[config.mk]
export PLATFORM = sky130hd
export DESIGN_NAME = regfile_scoreboard
export DESIGN_NICKNAME = d
export VERILOG_FILES = /design/src/rtl/regfile_scoreboard.sv
export SDC_FILE = /design/constraint.sdc
export NUM_CORES = 1
export LEC_CHECK = 0
export CORE_MARGIN = 4
export CORE_UTILIZATION = 50
export DETAILED_ROUTE_END_ITERATION = 16
export GPL_TIMING_DRIVEN = 0
export HOLD_SLACK_MARGIN = 0.08
export PLACE_DENSITY_LB_ADDON = 0.3
export SYNTH_ARGS = -nofsm -noshare
export SYNTH_HDL_FRONTEND = slang
export SYNTH_SLANG_ARGS = --single-unit
[constraint.sdc]
create_clock -name clk -period 3.8 [get_ports clk]
set_input_delay 0.76 -clock clk [delete_from_list [all_inputs] [get_ports clk]]
set_output_delay 0.76 -clock clk [all_outputs]
set_load 0.02 [all_outputs]
[src/rtl/regfile_scoreboard.sv]
// Parametrised register file with per-register pending bits, optional bypass and
// zero register, and a sequential bulk-clear engine that sweeps one entry per cycle.
module regfile_scoreboard #(
    parameter int DATA_W   = 8,
    parameter int NUM_REGS = 8,
    parameter int BYPASS   = 1,
    parameter int ZERO_REG = 0,
    localparam int ADDR_W  = $clog2(NUM_REGS)
) (
    input  logic                     clk,
    input  logic                     reset,
    input  logic                     RegWrite,
    input  logic [ADDR_W-1:0]        write_reg,
    input  logic signed [DATA_W-1:0] write_data,
    input  logic [ADDR_W-1:0]        read_reg1,
    input  logic [ADDR_W-1:0]        read_reg2,
    output logic signed [DATA_W-1:0] read_data1,
    output logic signed [DATA_W-1:0] read_data2,
    input  logic                     mark_valid,
    input  logic [ADDR_W-1:0]        mark_reg,
    output logic                     pend1,
    output logic                     pend2,
    input  logic                     clear_req,
    output logic                     busy
);

    typedef enum logic {ST_IDLE, ST_CLEAR} state_t;

    state_t                    r_state;
    state_t                    w_state_nxt;
    logic signed [DATA_W-1:0]  r_regs [NUM_REGS];
    logic [NUM_REGS-1:0]       r_pend;
    logic [ADDR_W-1:0]         r_idx;

    logic w_idle;
    logic w_wr_en;
    logic w_mark_en;
    logic w_byp_en;

    assign w_idle    = (r_state == ST_IDLE);
    assign w_wr_en   = w_idle && RegWrite && !((ZERO_REG != 0) && (write_reg == '0));
    assign w_mark_en = w_idle && mark_valid && !((ZERO_REG != 0) && (mark_reg == '0));
    assign w_byp_en  = (BYPASS != 0) && w_idle && RegWrite;
    assign busy      = (r_state == ST_CLEAR);

    always_comb begin
        w_state_nxt = r_state;
        case (r_state)
            ST_IDLE:  if (clear_req) w_state_nxt = ST_CLEAR;
            ST_CLEAR: if (r_idx == ADDR_W'(NUM_REGS - 1)) w_state_nxt = ST_IDLE;
            default:  w_state_nxt = ST_IDLE;
        endcase
    end

    // Mark is applied after write so a same-edge write+mark leaves the entry pending.
    always_ff @(posedge clk) begin
        if (reset) begin
            r_state <= ST_IDLE;
            r_idx   <= '0;
            r_pend  <= '0;
            for (int unsigned i = 0; i < NUM_REGS; i++) r_regs[i] <= '0;
        end else begin
            r_state <= w_state_nxt;
            if (r_state == ST_IDLE) begin
                if (w_wr_en) begin
                    r_regs[write_reg] <= write_data;
                    r_pend[write_reg] <= 1'b0;
                end
                if (w_mark_en) r_pend[mark_reg] <= 1'b1;
                if (clear_req) r_idx <= '0;
            end else begin
                r_regs[r_idx] <= '0;
                r_pend[r_idx] <= 1'b0;
                r_idx         <= r_idx + 1'b1;
            end
        end
    end

    function automatic logic signed [DATA_W-1:0] rd_data(input logic [ADDR_W-1:0] a);
        if ((ZERO_REG != 0) && (a == '0)) return '0;
        if (w_byp_en && (write_reg == a)) return write_data;
        return r_regs[a];
    endfunction

    // A forwarded write already supplies the value, so its pending bit is masked.
    function automatic logic rd_pend(input logic [ADDR_W-1:0] a);
        if ((ZERO_REG != 0) && (a == '0)) return 1'b0;
        if (w_byp_en && (write_reg == a)) return 1'b0;
        return r_pend[a];
    endfunction

    always_comb begin
        read_data1 = rd_data(read_reg1);
        read_data2 = rd_data(read_reg2);
        pend1      = rd_pend(read_reg1);
        pend2      = rd_pend(read_reg2);
    end

endmodule

==> results of run 1 <==
## critical path, cell delays in order
cell,delay (ps)
clkdlybuf4s50_1,500
nor2b_1,260
nand4_2,520
mux2_4,480
clkdlybuf4s50_1,550
## cell families (layout without fill, tap and decap cells)
group,after synthesis,in the layout,synth area share
simple gates,116,116,0.1308
mux,74,74,0.2988
fa+ha+maj,2,2,0.005447
xor+xnor,6,6,0.01144
flops,76,76,0.4707
compound gates,30,30,0.04522
buf+inv,28,79,0.03759
## synth_stat cells, drive strengths merged
| cell | n |
|---|---|
| a211oi | 1 |
| a21o | 2 |
| a21oi | 11 |
| and2 | 2 |
| and3b | 1 |
| buf | 16 |
| clkbuf | 12 |
| dfxtp | 12 |
| edfxtp | 64 |
| ha | 2 |
| mux2 | 37 |
| mux2i | 1 |
| mux4 | 36 |
| nand2 | 20 |
| nand2b | 9 |
| nand3 | 2 |
| nand3b | 1 |
| nand4 | 2 |
| nor2 | 6 |
| nor2b | 3 |
| nor3 | 64 |
| nor3b | 3 |
| o21bai | 8 |
| o221ai | 8 |
| or2 | 2 |
| or3b | 1 |
| xnor2 | 6 |
## through the flow
stage / TNS (ps) / hold WS (ps)
after CTS: -101.8 / 506.3
after floorplan: 0 / 456.4
after global placement: -67.74 / 481.1
final: -174.6 / 506.1
after global routing: -1574 / 538.2
after detailed placement: -170.9 / 493.4
## flip-flops by register name, summed over array words and instances (netlist names)
name,count
r_idx,3
r_pend,8
r_regs,64
busy,1
## worst paths after layout
check | to | slack [ps] | cells after the start
min | r_pend[3] | 510 | 2
min reg2reg | r_pend[3] | 510 | 2
max | read_data1[0] | -20 | 5
max reg2reg | r_regs[5][2] | 1000 | 5
## area by class of cell
cell class                      count  area [um2]
Clock inverter                      6       65.06
Timing Repair Buffer               35       350.3
Tap cell                          108       135.1
Fill cell                         715        3575
Clock buffer                       10       127.6
Multi-Input combinational cell    228        2258
Buffer                             28       175.2
Sequential cell                    76        2162
## power by group through the flow
stage / sequential [W] / combinational (W) / clock [W]
final: 0.000963 / 0.000401 / 0.000609
after global placement: 0.000977 / 0.000390 / 0
after global routing: 0.000968 / 0.000422 / 0.000651
after floorplan: 0.000973 / 0.000260 / 0
after detailed placement: 0.000982 / 0.000397 / 0
after CTS: 0.000963 / 0.000399 / 0.000607
## metal layers
metal  share of wire  GRT usage  up-vias  wire [um]
li1                -          -     1440          -
met1            0.40     0.3002     1650       4797
met2            0.50     0.3612      176       5990
met3           0.078    0.04353       15        928
met4           0.015    0.06838        0        177
met5               0          0        -          0
## what timing repair did
item,in CTS,in global routing
gates resized for setup,2,0
endpoints found under the setup margin,11,16
setup buffers,0,0
==> impl_metrics.toml, run 1 <==
[final_layout]
fin_cells = 491
drive_above_1_share = 0.2245
final_nets = 405
layout_common_cells = "nor3_1, edfxtp_1, clkdlybuf4s50_1"
area_growth_pct = 14.82
final_area_um2 = 5274
diodes = 0
fin_util = 0.5960

[power]
clkPwrFrac = 0.309
seq_power_share = 0.488
finalPower_w = 0.001973
vdd_ir_drop_max_v = 0.0001802
swShare = 0.2725
p_per_area_nw_per_um2 = 374.2
pwr-share-comb = 0.203
internal-power_w = 0.001436
switchingPower_w = 0.0005377
leakage_nw = 1.885

[timing]
final_max_slew_viol_count = 0
timing.fmax_mhz = 261.5
worst_slack_ps = -23.75
finalSetupViolations = 12
worstMarginPinSlew_ps = 989.5
hold_violations = 0
fin_skew_ps = 12.87
relSlewSlack = 0.3390
grt_setup_unrepaired = "true"
finalCritPeriodShare = 1.006
period_minus_slack_ps = 3824

[detailed_routing]
first_pass_iters = 5
drcViolationCount = 0
num_vias = 3281
first_iter_violations = 310
viasPerCell = 6.682
ant_nets = 0
wl_per_cell_um = 24.22
wirelength_um = 11890

[global_route]
grt_pass1_vias = 3266
grt_first_pass_wirelength_um = 18200
grt-ovfl-total = 0
grt_max_degree = 14
grtUsageTotal = 0.2212
antenna_found_initial = 0

[synthesis]
synth_seq_cells = 76
netlist_area_um2 = 4593
synth_cell_types = 32
yosysWarnings = 0
yosys-top-cells-area = "edfxtp_1, mux4_1, nor3_1, mux4_2, mux2_2"
synth_cells = 332
avgSynthCellArea_um2 = 13.83
netlist.area_leader.share = 0.4184
synth_fp_nets = 359
yosysSeqAreaShare = 0.4707
synth_top_area_cell = "edfxtp_1"

[place]
numPortBuffers = 35
place_congestion = 0.8375
placed_area_um2 = 5079
dp_cells = 475
dpl_worst_slack_ps = -33.43
hpwlAfterDp_um = 8412

[clock_tree]
clock_path_buffers = 2
cts_max_level = 3
clkTransAtPathRegs_ps = 80
postCtsHoldBufs = 0
cts-root-buf = "clkbuf_8"
cts_made_buffers = 9
clk_latency_ps = 350
cts_sinks = 76
cts_tree = "yes"

[floorplan]
initial_utilization = 0.5191
die_y_um = 103.8
rows = 34
core-area_um2 = 8848
die_x_um = 103.8
dieArea_um2 = 10780
io_pins = 44

[setup_path]
reg2reg_from = "busy"
crit_start = "RegWrite"
worstSetupEndpointType = "output pin"
start_kind = "input port"
cp.required_ps = 3040
crit_fanout = 9
critPathArrivalTime_ps = 3060
path_class = "input port to output pin"

[outcome]
status = "complete, but fails checks"
violations = "setup timing"

[min_path]
hold_class = "flip-flop to flip-flop"
hold_start = "r_pend[3]"

[job]
max-cap-violations = 0
(Power assumes the default switching activity.)
==> run 2, diff against run 1 <==
Settings changed: GPL_TIMING_DRIVEN 0 to not set.
==> run 2 against run 1 <==
Compared with the run above:
- highest routed layer unchanged
- global-route usage is 1.3 points lower
- the flow now finishes without violations
- setup slack better by 130 ps
- non-clock buffer count is 9 higher
- final area is 3.7% higher
- utilization is 2.2 points higher
- sequential share of layout area is 1.4 points lower
==> impl_metrics.toml, run 2 (synthesis gave the netlist of run 1 again) <==
[outcome]
status = "finished, final reports clean"

[global_route]
grt_pass1_vias = 3280
grt_max_degree = 23
grtUsageTotal = 0.2079
antenna_found_initial = 0
grt-ovfl-total = 0
grt_first_pass_wirelength_um = 17680

[final_layout]
largest_reg_flops = 64
layout_common_cells = "nor3_1, edfxtp_1, clkdlybuf4s50_1, buf_4, mux2_2"
drive_above_1_share = 0.2506
fin_util = 0.6178
final_nets = 414
largest-register = "r_regs"
diodes = 0
area_growth_pct = 19.01
final_area_um2 = 5466
reg.largest.list = "r_regs (64), r_pend (8), r_idx (3)"

[floorplan]
die_x_um = 103.8
rows = 34
io_pins = 44
initial_utilization = 0.5191
dieArea_um2 = 10780
die_y_um = 103.8
core-area_um2 = 8848

[clock_tree]
clock_path_buffers = 2
post-cts-setup-buffer-count = 0
cts_sinks = 76
cts_made_buffers = 9
cts_max_level = 3
clk_latency_ps = 340
cts-root-buf = "clkbuf_8"
postCtsHoldBufs = 0
cts_tree = "yes"
clkTransAtPathRegs_ps = 80

[timing]
worstMarginPinSlew_ps = 580.8
worst_slack_ps = 109.3
finalCritPeriodShare = 0.9712
fin_skew_ps = 6.575
relSlewSlack = 0.6122
whs_ps = 487.6
grt_setup_unrepaired = "false"
finalSetupViolations = 0
fin_setup_tns_ps = 0
period_minus_slack_ps = 3691
final_max_slew_viol_count = 0
hold_violations = 0
timing.fmax_mhz = 271.0

[place]
place_congestion = 0.8140
placed_area_um2 = 5254
numPortBuffers = 43
dpl_worst_slack_ps = -120.6
hpwlAfterDp_um = 7716

[detailed_routing]
first_iter_violations = 264
viasPerCell = 6.459
ant_nets = 0
first_pass_iters = 5
drcViolationCount = 0
wirelength_um = 11130
num_vias = 3223
wl_per_cell_um = 22.31

[power]
vdd_ir_drop_max_v = 0.0002267
p_per_area_nw_per_um2 = 379.7
clkPwrFrac = 0.346
pwr-share-comb = 0.189
swShare = 0.2469
internal-power_w = 0.001563
switchingPower_w = 0.0005125
seq_power_share = 0.465
leakage_nw = 2.086

[setup_path]
slowest_stage = "mux4_1"
crit_buf_inv = 3
critPathArrivalTime_ps = 2930
cp.required_ps = 3040
worstSetupEndpointType = "output pin"
critical-path-max-stage-delay_ps = 580
crit_family = "multiplexers"
crit_fanout = 19
crit_start = "read_reg2[0]"
reg2reg_from = "busy"
worstPathCellList = "clkdlybuf4s50_1, buf_12, mux4_1, mux2_2, mux2_4, dlygate4sd2_1"
path_class = "input port to output pin"
start_kind = "input port"

[min_path]
hold_class = "flip-flop to flip-flop"
hold_start = "r_pend[5]"

[job]
max-cap-violations = 0
## run 2: cell types whose count changed in the layout (fill, tap and decap cells not counted), moves of 3 or more
cell | before | now
buf_6 | 3 | 0
buf_4 | 0 | 25
clkdlybuf4s50_1 | 35 | 25
dlygate4sd2_1 | 0 | 16
clkinvlp_4 | 3 | 0
clkbuf_1 | 11 | 0
buf_2 | 10 | 0
## run 2: worst paths after layout
check / endpoint / slack (ps) / depth (start not counted)
min reg2reg: r_pend[5] / 490 / 2
max: read_data2[2] / 110 / 6
min: r_pend[5] / 490 / 2
max reg2reg: r_regs[3][7] / 1310 / 5
## run 2: metrics by stage
| step | instances | power, W |
|---|---|---|
| final | 499 | 0.002076 |
| after global routing | 499 | 0.002146 |
| after CTS | 499 | 0.002085 |
| after detailed placement | 484 | 0.001392 |
| after global placement | 484 | 0.001382 |
| after floorplan | 332 | 0.001233 |
## run 2: timing repair
item                                    4_1_cts  5_1_grt
resized for setup                            16        2
endpoints found under the setup margin       16        2
pin swaps                                     0        0
hold endpoints to repair                      0        0
## run 2: final cells by class
| cell class | count | area (um2) |
|---|---|---|
| Tap cell | 108 | 135.1 |
| Clock inverter | 6 | 103.9 |
| Multi-Input combinational cell | 228 | 2258 |
| Sequential cell | 76 | 2162 |
| Fill cell | 693 | 3382 |
| Timing Repair Buffer | 72 | 683.2 |
| Clock buffer | 9 | 123.9 |
## run 2: metal layers
metal / track usage / routed length, um / vias to the layer above
li1: - / - / 1452
met1: 0.2786 / 4585 / 1612
met2: 0.3519 / 5640 / 146
met3: 0.03172 / 765 / 13
met4: 0.05698 / 142 / 0
met5: 0.02381 / 0 / -
## run 2: power groups by stage
stage	combinational, W	sequential, W	clock (W)
after floorplan	0.000260	0.000973	0
after detailed placement	0.000409	0.000983	0
after global routing	0.000417	0.000968	0.000761
final	0.000392	0.000964	0.000719
after global placement	0.000403	0.000979	0
after CTS	0.000394	0.000964	0.000727
## run 2: worst min-delay path, stage by stage, from the launching register on
cell	delay, ps
dfxtp_1	320
o221ai_1	60
a21oi_1	60
==> RTL change (config.mk and constraints of run 1) <==
`NUM_REGS`: 8 -> 32.
--- a/src/rtl/regfile_scoreboard.sv
+++ b/src/rtl/regfile_scoreboard.sv
@@ -3,5 +3,5 @@
 module regfile_scoreboard #(
     parameter int DATA_W   = 8,
-    parameter int NUM_REGS = 8,
+    parameter int NUM_REGS = 32,
     parameter int BYPASS   = 1,
     parameter int ZERO_REG = 0,
Interface: changed (resized mark_reg, read_reg1, read_reg2 and write_reg); port bits go from 44 to 52. The function was not compared with the original's and may differ.
==> RTL change against run 1 <==
  * The flow still finishes with violations (negative setup slack)
  * Via count rose to 4.0 times the old value
  * Fmax fell by 0.52%
  * Design area rose to 3.5 times the old value
  * Total power rose to 4.1 times the old value
  * Worst setup slack got worse by 0.020 ns
  * Area after synthesis rose to 3.6 times the old value
  * Wire length rose to 4.9 times the old value
  * Non-clock buffer count rose by 81
  * Utilization fell by 1.0 points
  * Sequential cell count rose by 218
  * Sequential power rose to 3.8 times the old value
  * Synthesized cell count rose to 3.9 times the old value
  * Cell count rose to 3.8 times the old value
  * Largest cell class is now registers
  * Largest power group unchanged
==> RTL change: results (changes against run 1) <==
Critical path
  – CP max-delay cell: dlygate4sd2_1 (was clkdlybuf4s50_1)
  – Critical Path Source: read_reg2[3] (was RegWrite)
  – Reg2Reg Setup Slack: 0.44 ns (was 1.00 ns)
  – Worst reg2reg path depth: 6 (was 5)
  – End point of the critical path: read_data2[1] (was read_data1[0])
  – CP max FO: 10 (was 9)
  – Crit-path max cell delay: 0.43 ns (was 0.55 ns)
  – Reg-to-reg endpoint: r_regs[29][5]$_SDFFCE_PN0P_ (was r_regs[5][2]$_SDFFCE_PN0P_)

Logic synthesis
  – Mapped Nets: 1347 (was 359)
  – Largest cells by area after synthesis: edfxtp_1 47%, mux4_2 18%, nor2_1 6.6%, dfxtp_1 4.7%, nand2_1 2.8% (was edfxtp_1 42%, mux4_1 13%, nor3_1 7.0%, mux4_2 6.9%, mux2_2 5.6%)
  – Post-synthesis sequential area ratio: 51.8% (was 47.1%)
  – Netlist cell types: 58 (was 32)
  – Post-synth EDFFs: 256 (was 64)

Global route
  – Vias in the first global route: 12200 (was 3266)
  – Met1 usage in global routing: 43.7% (was 30.0%)
  – Met3 Usage GRT: 7.17% (was 4.35%)
  – First-pass GRT wire length: 82.8 mm (was 18.2 mm)
  – Met2 usage: 48.6% (was 36.1%)

Routing
  – Pre-antenna DRT Iters: 6 (was 5)
  – Detailed Route WL: 57.7 mm (was 11.9 mm)
  – Mean number of vias per cell: 7.01 (was 6.68)
  – Iter 0 DRT Violations: 2348 (was 310)

Clocking
  – CTS Buf Count: 34 (was 9)
  – Root Buffer: clkbuf_16 (was clkbuf_8)
  – CTS H-tree depth: 2 (was 3)
  – Reg clk slew, reported paths: 0.06 ns (was 0.08 ns)
  – Clock buffer depth: 3 (was 2)
  – Clock latency on the worst-skew pair: 0.52 ns (was 0.35 ns)

Power and ir drop
  – Clock share of power: 40.5% (was 30.9%)
  – VDD IR-drop max: 0.273 mV (was 0.180 mV)
  – Part of the power in combinational logic: 13.9% (was 20.3%)
  – Sw Ratio: 26.6% (was 27.2%)
  – Static Leak: 6.40 nW (was 1.88 nW)

Outcome
  – Violated checks: negative setup slack (unchanged)
  – Status: complete, but fails checks (unchanged)

STA
  – Fin. max-slew vios: 0 (unchanged)
  – TNS Setup: -0.0702 ns (was -0.175 ns)
  – Final setup viols: 3 (was 12)
  – Relative slew margins: 19.9% (was 33.9%)
  – Final worst slack: -0.0437 ns (was -0.0237 ns)
  – Worst Skew: 0.0113 ns (was 0.0129 ns)

Placement
  – Gp weighted congestion: 1.06 (was 0.838)
  – Placed cell area: 17300 um^2 (was 5080 um^2)
  – Post-DP HPWL: 41.2 mm (was 8.41 mm)
  – Number of port buffers: 42 (was 35)

Min path
  – Hold path startpoint: r_pend[25]$_SDFF_PP0_ (was r_pend[3]$_SDFF_PP0_)
  – Hold EP: r_pend[25]$_SDFF_PP0_ (was r_pend[3]$_SDFF_PP0_)

Layout
  – Nets@finish: 1428 (was 405)
  – Largest regs: r_regs x256, r_pend x32, r_idx x5 (was r_regs x64, r_pend x8, r_idx x3)
  – Share of layout cells above drive strength 1: 19.9% (was 22.5%)
RTL change: changes by cell type after synthesis, sizes merged, moves of 42 or more:
| cell | before | now |
|---|---|---|
| nand2 | 20 | 120 |
| nor2 | 6 | 288 |
| mux2i | 1 | 43 |
| edfxtp | 64 | 256 |
| mux4 | 36 | 135 |
| nor3 | 64 | 16 |
RTL change: cell type report:
cell class / instances / area, um^2
timing repair buffer: 45 / 418
inverter: 9 / 38.8
tap: 435 / 544
sequential: 294 / 8450
clock buffer: 49 / 1000
buffer: 99 / 658
clock inverter: 12 / 95.1
fill: 2602 / 13200
multi-input combinational: 907 / 7470
RTL change: repair_timing:
| action | 4_1_cts | 5_1_grt |
|---|---|---|
| pin swaps | 4 | 2 |
| gates resized for setup | 87 | 6 |
| setup buffers | 3 | 0 |
| endpoints found under the setup margin | 18 | 28 |
RTL change: cell families after synthesis:
| group | share of synthesized area, % |
|---|---|
| AND/OR/NAND/NOR | 14.1 |
| buffers and inverters | 3.56 |
| multiplexers | 22.4 |
| flip-flops | 51.8 |
| XOR/XNOR | 0.537 |
| adder cells (fa/ha/maj) | 0.383 |
| AO/OA/AOI/OAI | 7.22 |
RTL change: metrics by stage:
stage / total power, mW / instances / hold slack [ns] / setup slack [ns]
2_1_floorplan: 4.38 / 1309 / 0.460 / 0.553
3_3_place_gp: 4.80 / 1786 / 0.485 / -1.00
3_5_place_dp: 4.81 / 1786 / 0.481 / -0.970
4_1_cts: 8.02 / 1850 / 0.490 / 0.0295
5_1_grt: 8.24 / 1850 / 0.518 / -0.00259
6_report: 8.10 / 1850 / 0.488 / -0.0437
RTL change: layer usage:
layer  share of wire, %  up-vias
met5                  0        -
met4                6.5        0
met3                 13      221
met2                 44     1087
met1                 36     6474
li1                   -     5180
